===== config.mk =====
export PLATFORM = sky130hd
export DESIGN_NAME = aes_subbytes_engine_flat
export DESIGN_NICKNAME = d
export VERILOG_FILES = /design/src/rtl/aes_subbytes_engine_if.sv /design/src/rtl/aes_subbytes_engine.sv /design/src/flat_wrapper.sv
export SDC_FILE = /design/constraint.sdc
export NUM_CORES = 2
export LEC_CHECK = 0
export CAP_MARGIN = 10
export CORE_MARGIN = 2
export CORE_UTILIZATION = 55
export CTS_CLUSTER_SIZE = 24
export DETAILED_ROUTE_END_ITERATION = 8
export PLACE_DENSITY = 0.8
export SLEW_MARGIN = 0
export SYNTH_ARGS = -nofsm -noshare
export SYNTH_HDL_FRONTEND = slang
export SYNTH_SLANG_ARGS = --single-unit

===== constraint.sdc =====
create_clock -name clk -period 36.8 [get_ports clk]
set_input_delay 7.36 -clock clk [delete_from_list [all_inputs] [get_ports clk]]
set_output_delay 7.36 -clock clk [all_outputs]
set_load 0.02 [all_outputs]

===== src/rtl/aes_subbytes_engine_if.sv =====
// Block handshake bundle for the SubBytes engine: one 128-bit state in, one out.
// The engine takes the slave side; the producer/consumer side takes master.
interface aes_subbytes_engine_if;
  logic         in_valid;
  logic         in_ready;
  logic [127:0] in_data;
  logic         out_valid;
  logic         out_ready;
  logic [127:0] out_data;

  modport master (
    output in_valid, in_data, out_ready,
    input  in_ready, out_valid, out_data
  );

  modport slave (
    input  in_valid, in_data, out_ready,
    output in_ready, out_valid, out_data
  );
endinterface


===== src/rtl/aes_subbytes_engine.sv =====
// AES forward SubBytes over a 128-bit state, LANES S-boxes reused over 16/LANES steps.
// Accepts one block in IDLE, fills the result in BUSY, presents it in DONE.
module aes_subbytes_engine #(
  parameter int LANES = 4
) (
  input  logic                  clk,
  input  logic                  rst,
  aes_subbytes_engine_if.slave  bus,
  output logic                  busy
);

  localparam int STEPS = 16 / LANES;
  localparam int CW    = (STEPS > 1) ? $clog2(STEPS) : 1;
  localparam logic [CW-1:0] LAST = CW'(STEPS - 1);

  typedef enum logic [1:0] {IDLE, BUSY, DONE} state_t;

  state_t        state_q, state_d;
  logic [CW-1:0] step_q;
  logic [127:0]  src_q, result_q;
  logic [7:0]    lane_in  [LANES];
  logic [7:0]    lane_out [LANES];

  function automatic logic [7:0] gf_mul(input logic [7:0] a, input logic [7:0] b);
    logic [7:0] p, aa;
    // NOTE: blocking '=' is right here: function locals are combinational temporaries.
    p  = 8'h00;
    aa = a;
    for (int i = 0; i < 8; i++) begin
      if (b[i]) p = p ^ aa;
      aa = {aa[6:0], 1'b0} ^ (aa[7] ? 8'h1b : 8'h00);
    end
    return p;
  endfunction

  // Inverse as x^254 (= x^(2+4+...+128)), which also maps 0 to 0, then the affine step.
  function automatic logic [7:0] sbox(input logic [7:0] x);
    logic [7:0] sq, inv;
    sq  = x;
    inv = 8'h01;
    for (int i = 0; i < 7; i++) begin
      sq  = gf_mul(sq, sq);
      inv = gf_mul(inv, sq);
    end
    return inv ^ {inv[6:0], inv[7]} ^ {inv[5:0], inv[7:6]}
               ^ {inv[4:0], inv[7:5]} ^ {inv[3:0], inv[7:4]} ^ 8'h63;
  endfunction

  for (genvar l = 0; l < LANES; l++) begin : g_lane
    assign lane_in[l]  = src_q[(int'(step_q) * LANES + l) * 8 +: 8];
    assign lane_out[l] = sbox(lane_in[l]);
  end

  always_comb begin
    // NOTE: default assigned first so every path drives state_d and no latch is inferred.
    state_d = state_q;
    unique case (state_q)
      IDLE:    if (bus.in_valid) state_d = BUSY;
      BUSY:    if (step_q == LAST) state_d = DONE;
      DONE:    if (bus.out_ready) state_d = IDLE;
      default: state_d = IDLE;
    endcase
  end

  always_ff @(posedge clk or posedge rst) begin
    // NOTE: non-blocking '<=' for all registered state so every flop samples pre-edge values.
    if (rst) state_q <= IDLE;
    else     state_q <= state_d;
  end

  // Step k writes bytes k*LANES .. k*LANES+LANES-1; all other result bytes hold.
  always_ff @(posedge clk or posedge rst) begin
    if (rst) begin
      // NOTE: the wide source/result registers are reset too, so an abandoned block never reaches out_data.
      step_q   <= '0;
      src_q    <= '0;
      result_q <= '0;
    end else begin
      unique case (state_q)
        IDLE: if (bus.in_valid) begin
          src_q  <= bus.in_data;
          step_q <= '0;
        end
        BUSY: begin
          for (int l = 0; l < LANES; l++)
            result_q[(int'(step_q) * LANES + l) * 8 +: 8] <= lane_out[l];
          if (step_q != LAST) step_q <= step_q + CW'(1);
        end
        default: ;
      endcase
    end
  end

  assign bus.in_ready  = (state_q == IDLE);
  assign bus.out_valid = (state_q == DONE);
  assign bus.out_data  = result_q;
  assign busy          = (state_q != IDLE);

endmodule

===== src/flat_wrapper.sv =====
// flat-port wrapper written by rule: the top's interface ports become plain ports
module aes_subbytes_engine_flat 
#(
  parameter int LANES = 4
)
  (clk, rst, busy, bus_in_valid, bus_in_data, bus_out_ready, bus_in_ready, bus_out_valid, bus_out_data);
  aes_subbytes_engine_if bus_i ();
  input  logic clk;
  input  logic rst;
  output logic busy;
  input wire logic [$bits(bus_i.in_valid)-1:0] bus_in_valid;
  input wire logic [$bits(bus_i.in_data)-1:0] bus_in_data;
  input wire logic [$bits(bus_i.out_ready)-1:0] bus_out_ready;
  output wire logic [$bits(bus_i.in_ready)-1:0] bus_in_ready;
  output wire logic [$bits(bus_i.out_valid)-1:0] bus_out_valid;
  output wire logic [$bits(bus_i.out_data)-1:0] bus_out_data;
  assign bus_i.in_valid = bus_in_valid;
  assign bus_i.in_data = bus_in_data;
  assign bus_i.out_ready = bus_out_ready;
  assign bus_in_ready = bus_i.in_ready;
  assign bus_out_valid = bus_i.out_valid;
  assign bus_out_data = bus_i.out_data;
  aes_subbytes_engine #(.LANES(LANES)) u_core (.clk(clk), .rst(rst), .bus(bus_i), .busy(busy));
endmodule

Word-level counts from Yosys, hierarchy flattened

Cells that the tools add are included.

RAM bits: 0
Word-level logic and storage cells: 1637
Bits of input ports: 132
Output and inout bits: 131
Bits in read-only memories: 0
Register bits: 260
Memories: 0
Bits in latches: 0

Bitwise logic cells: 776
Multiply operators: 0
Add/subtract/negate cells: 8
Shifts and indexed selects: 12
Divide/modulo/power cells: 0
Order comparisons: 0
Equal/unequal tests: 8
Reduce and logical (&&, ||, !) cells: 6
Multiplexer cells: 823

Operator list:

| operator                                                                  | number |
|---|---|
| 8-bit XOR                                                                 | 744 |
| 8-bit two-way mux                                                         | 420 |
| 5-bit two-way mux                                                         | 368 |
| 128-bit bitwise mux                                                       | 4 |
| 8-bit by 33-bit variable shift with 128-bit output (first input constant) | 4 |
| 8-bit by 33-bit indexed part select with 128-bit output                   | 4 |
| 128-bit by 32-bit indexed part select with 8-bit output                   | 3 |
| 128-bit by 8-bit indexed part select with 8-bit output                    | 1 |
| 32-bit negator with 33-bit output                                         | 3 |
| 7-bit negator with 33-bit output                                          | 1 |
| 7-bit two-way mux                                                         | 4 |
| 1-bit NOT (first input constant)                                          | 28 |
| 6-bit two-way mux                                                         | 4 |
| 2-bit two-way mux                                                         | 9 |
| 4-bit two-way mux                                                         | 4 |
| 4-bit NOT                                                                 | 4 |
| 3-bit two-way mux                                                         | 4 |
| 4-bit by 2-bit adder with 5-bit output (second input constant)            | 2 |
| 2-bit != test (second input constant)                                     | 3 |
| 2-bit case mux with 3 select lines                                        | 1 |
| 3-bit AND reduction                                                       | 2 |
| 4-bit by 1-bit adder with 5-bit output (second input constant)            | 1 |
| 2-bit equality test (second input constant)                               | 2 |
| 1-bit two-way mux                                                         | 4 |
| other kinds (7)                                                           | 9 |

Longest topological paths before layout

Depth in word-level cells: 138
Gate-level depth with buffers: 70

Worst setup path after synthesis

No wires, ideal clock.

Path type: flip-flop to flip-flop
Start: reg u_core.step_q[0]
End: reg u_core.result_q[109], in the netlist u_core.bus.out_data[109]
Path buffers: 12
Setup time: 0.121 ns
Required time: 36.679 ns
Clock period less this slack: 16.342 ns
Setup slack: 20.458 ns
Data arrival time: 16.221 ns
Cell stages (with the launch flop): 65
Cell sequence: dfrtp_1 > buf_4 > buf_8 > buf_6 > mux4_2 > buf_2 > buf_2 > ha_1 > inv_1 > xnor2_1 > and2_1 > xnor3_1 > inv_1 > buf_2 > buf_1 > clkbuf_1 > buf_1 > ha_1 > [29 not listed] > xnor3_1 > xor2_2 > nor2_1 > xnor2_1 > xor2_1 > xnor2_1 > xnor2_2 > xor2_2 > xnor2_1 > xor2_1 > nor2_1 > xor2_1 > xnor2_1 > xnor2_1 > xor2_1 > xnor3_1 > xnor2_1 > a22o_1

Cells in the longest elaborated chain, start to end: 135

Ends and longest elaborated chain:

| item                                                                                                                    | line                                                 | source |
|---|---|---|
| start: declaration                                                                                                      | aes_subbytes_engine.sv:19                            | `logic [CW-1:0] step_q;` |
| start signal: assignment                                                                                                | aes_subbytes_engine.sv:87                            | `if (step_q != LAST) step_q <= step_q + CW'(1);` |
| 4-bit by 1-bit adder with 5-bit output / 128-bit by 8-bit indexed part select with 8-bit output (equally long branches) | aes_subbytes_engine.sv:50, aes_subbytes_engine.sv:86 |  |
| 128-bit by 32-bit indexed part select with 8-bit output, or another cell as far along                                   | aes_subbytes_engine.sv:50                            | `assign lane_in[l] = src_q[(int'(step_q) * LANES + l) * 8 +: 8];` |
| 5-bit two-way mux, or another cell as far along                                                                         | aes_subbytes_engine.sv:31                            | `aa = {aa[6:0], 1'b0} ^ (aa[7] ? 8'h1b : 8'h00);` |
| 8-bit XOR, or another cell as far along                                                                                 | aes_subbytes_engine.sv:31                            |  |
| 8-bit XOR / 8-bit two-way mux (equally long branches)                                                                   | aes_subbytes_engine.sv:30                            | `if (b[i]) p = p ^ aa;` |
| 8-bit two-way mux / 8-bit XOR (equally long branches)                                                                   | aes_subbytes_engine.sv:30                            |  |
| 8-bit XOR / 8-bit two-way mux (equally long branches)                                                                   | aes_subbytes_engine.sv:30                            |  |
| 8-bit two-way mux / 8-bit XOR (equally long branches)                                                                   | aes_subbytes_engine.sv:30                            |  |
| [118 not listed]                                                                                                        | n/a                                                  |  |
| 8-bit XOR                                                                                                               | aes_subbytes_engine.sv:45                            | `return inv ^ {inv[6:0], inv[7]} ^ {inv[5:0], inv[7:6]}` |
| 8-bit XOR (on tied branches)                                                                                            | aes_subbytes_engine.sv:45, aes_subbytes_engine.sv:46 |  |
| 8-bit XOR                                                                                                               | aes_subbytes_engine.sv:46                            | `^ {inv[4:0], inv[7:5]} ^ {inv[3:0], inv[7:4]} ^ 8'h63;` |
| 8-bit XOR / 4-bit NOT (equally long branches)                                                                           | n/a                                                  |  |
| 4-bit NOT (no line) / 8-bit by 33-bit indexed part select with 128-bit output (equally long branches)                   | n/a                                                  |  |
| 8-bit by 33-bit indexed part select with 128-bit output / 128-bit bitwise mux (equally long branches)                   | aes_subbytes_engine.sv:86                            | `result_q[(int'(step_q) * LANES + l) * 8 +: 8] <= lane_out[l];` |
| 128-bit bitwise mux (2 in a row)                                                                                        | aes_subbytes_engine.sv:86                            |  |
| 128-bit bitwise mux *                                                                                                   | aes_subbytes_engine.sv:86                            |  |
| end signal: indexed assignment                                                                                          | aes_subbytes_engine.sv:86                            |  |
| end: declaration                                                                                                        | aes_subbytes_engine.sv:20                            | `logic [127:0] src_q, result_q;` |

Every way passes the cells marked *; elsewhere a longest branch is shown, timed or not.
A chain may end at the register's enable or synchronous reset.

Final worst setup path

Start: reg u_core.step_q[0]
End: reg u_core.result_q[100], in the netlist u_core.bus.out_data[100]

The elaborated chain is that of the path after synthesis.

==> metrics.md <==
| Metric | Value |
|---|---|
| Initial DRC Count | 7,508 |
| Post-Syn Area | 0.0659 sq mm |
| Remaining DRCs | 0 |
| Most common cell on crit path | xnor3_1 |
| Pre-CTS setup slack | 17.41 ns |
| Worst-path cell with the longest stage delay | xnor3_1 |
| Wire length per cell | 20.0 um |
| Initial core utilization | 55.2% |
| Setup CP Type | reg2reg |
| Reg2Reg Setup Slack | 16.88 ns |
| Ys async rst share | 100% |
| Placer congestion estimate | 0.981 |
| Number of global-route vias before repair | 58,600 |
| Number of flops mapped to enable cells by yosys | 0 |
| H-tree levels | 1 |
| Layout cell share with drive strength beyond 1 | 8.79% |
| Data required, critical path | 37.27 ns |
| Die height | 350 um |
| Hold Crit Endpoint | u_core.bus.out_data[48]$_DFFE_PP0P_ |
| # diodes | 0 |
| Inserted Clock Buffers | 26 |
| Die Area | 0.123 sq mm |
| Outcome | completed |
| Area grow syn2layout | 7.99% |
| Commonest cells post-synth | 1,486 x xnor2_1, 1,185 x nor2_1, 835 x nand2_1 |
| I/O pin cnt | 263 |
| Final setup margin | 16.88 ns |
| CP Depth | 48 |
| Final wirelength | 199,000 um |
| Grt total ovfl | 0 |
| Cell taking the most area after synthesis | xnor2_1 |
| Post-synthesis net count | 8,510 |
| Setup crit start | u_core.step_q[0]$_DFFE_PP0P_ |
| R2R cell count | 48 |
| Final setup TNS | 0 ns |
| Top-count cell post-synth | xnor2_1 |
| Reg-to-Reg End | u_core.bus.out_data[100]$_DFFE_PP0P_ |
| # setup viols final | 0 |
| Met3 routed WL | 19,500 um |
| Peak Freq | 50.2 MHz |
| Synth warn | 0 |
| CTS tree | yes |
| Setup bufs post-CTS | 0 |
| Clk slew on worst S/H paths | 0.07 ns |
| Placed inst area | 0.0703 sq mm |
| Sum of buffers and inverters on the critical path | 2 |
| Longest Clk Path Bufs | 3 |
| CP endpoint kind | register |
| GRT Util Overall | 31.1% |
| Yosys reg bits | 260 |
| Slew @ Worst Pin | 1.25 ns |
| Fin util | 59.7% |
| Unrepaired setup endpoints after global routing | no |
| Final Net Count | 8,490 |
| Slowest stage delay, CP | 1.04 ns |
| Final Max Slew Viols | 0 |
| Die X | 350 um |
| Clk_skew | 0.0248 ns |
| Final Cycle Share | 54.1% |
| Top_reg_cell synth | dfrtp_1 |
| Largest net degree at the start of global routing | 124 |
| First-pass GRT wire length | 317,000 um |
| Post-synth top area share | 19.7% |
| Critical Path AT | 20.40 ns |
| Startpoint Class | register |
| Cell count after synthesis | 8,351 |
| Worst reg2reg startpoint | u_core.step_q[0]$_DFFE_PP0P_ |
| Vias/cell | 6.26 |
| Post-cts resize count | 0 |
| Final critical-path required period | 19.92 ns |
| Worst slew margin | 16.0% |
| Maximum fanout along the worst path | 24 |
| IO Port Bufs | 262 |
| Yosys cell types | 123 |
| Final Hold Vio Count | 0 |
| Vias after detailed routing | 62,400 |
| Max layer used | met5 |
| Critical path's top delay family | XOR/XNOR gates |
| DRT Pass-1 Iters | 9 |
| Post-DP HPWL | 144,000 um |
| Cts-stage hold buffer count | 0 |
| Post-DRT Antenna Nets | 0 |
| Worst-Skew Late Latency | 0.60 ns |
| DRT met1 WL | 82,500 um |
| Core footprint | 0.119 sq mm |
| Met2 wire length | 91,100 um |
| Mean Syn Cell Area | 7.89 sq um |
| Synth area leaders | xnor2_1 20%, xnor3_1 12%, dfrtp_1 9.9%, nor2_1 6.7%, xor2_1 5.9% |
| Sequential share of the synthesized area | 9.87% |
| HP Class | reg2reg |
| Site row count | 127 |
| CTS Sinks | 260 |
| Number of antenna violations at the first check in global routing | 7 |
| CTS Root Cell | clkbuf_16 |
| Worst hold path depth | 2 |
| Max-cap viol count | 0 |
| Hold path start | u_core.bus.out_data[48]$_DFFE_PP0P_ |
| Fin area | 0.0712 sq mm |
worst register-to-register path: cells and delay by family, from the launching register on:
kind / cells / cell delay (ns)
AOI/OAI and AO/OA: 7 / 2.12
xor gates and xnor gates: 26 / 11.65
adders and majority gates: 2 / 1.02
buffers and inverters: 2 / 0.80
DFF: 1 / 0.83
muxes: 1 / 0.90
and+or+nand+nor: 10 / 2.45
worst max-delay path by stage:
stage | end
after floorplan | u_core.bus.out_data[109]$_DFFE_PP0P_
after CTS | u_core.bus.out_data[63]$_DFFE_PP0P_
final | u_core.bus.out_data[100]$_DFFE_PP0P_
after global placement | u_core.bus.out_data[95]$_DFFE_PP0P_
after detailed placement | u_core.bus.out_data[63]$_DFFE_PP0P_
after global routing | u_core.bus.out_data[63]$_DFFE_PP0P_
cell usage in the layout (no fill, tap or decap), types with 38 or more instances in the layout:
master / netlist / final
a211oi_1: 78 / 78
a21oi_1: 426 / 426
a22oi_1: 64 / 64
a31oi_1: 78 / 78
and2_1: 62 / 61
and3_1: 46 / 46
buf_4: 20 / 242
clkdlybuf4s50_1: 0 / 262
dfrtp_1: 260 / 258
inv_1: 91 / 90
mux2_2: 166 / 166
mux2i_1: 190 / 190
nand2_1: 835 / 835
nand2b_1: 66 / 66
nand3_1: 184 / 184
nor2_1: 1185 / 1185
nor2b_1: 49 / 49
nor3_1: 193 / 193
o211ai_1: 86 / 86
o21ai_0: 402 / 402
o21ai_1: 71 / 71
o22ai_1: 94 / 94
or3_1: 40 / 40
xnor2_1: 1486 / 1450
xnor2_2: 66 / 102
xnor3_1: 350 / 349
xor2_1: 447 / 441
xor3_1: 38 / 38
per-stage QoR:
| stage | hold slack [ns] | cells |
|---|---|---|
| after CTS | 0.484 | 9957 |
| final | 0.478 | 9958 |
| after detailed placement | 0.470 | 9914 |
| after floorplan | 0.475 | 8351 |
| after global routing | 0.506 | 9958 |
| after global placement | 0.461 | 9914 |
logic make-up (layout without fill, tap and decap cells):
family	count (synthesis)	count (layout)	share of synthesized area (%)
AO/OA/AOI/OAI	1748	1748	17.0
AND/OR/NAND/NOR	2800	2800	18.4
flip-flops	260	260	9.87
adder cells (fa/ha/maj)	30	30	0.558
XOR/XNOR	2456	2456	42.9
multiplexers	395	395	6.98
buffers and inverters	662	657	4.22
layout make-up:
type / count / area, sq um
fillers: 10400 / 48100
clock inverters: 7 / 111
clock buffers: 36 / 738
well taps: 1612 / 2020
inverters: 110 / 420
multi-input cells: 7429 / 57000
repair buffers: 504 / 4440
flip-flops and latches: 260 / 6510
flip-flops by register name (all words and copies together) (netlist names):
| register | flops |
|---|---|
| u_core.bus.out_data | 128 |
| u_core.src_q | 128 |
| u_core.state_q | 2 |
| u_core.step_q | 2 |
metal layers:
layer	up-vias	global-route usage (%)
met5	-	0
met4	2	9.36
met3	481	4.20
met2	3309	50.1
met1	29700	43.3
li1	28900	-
Power is not shown: default switching activity piles up to over one toggle a cycle in this logic, so the estimate is an artifact.
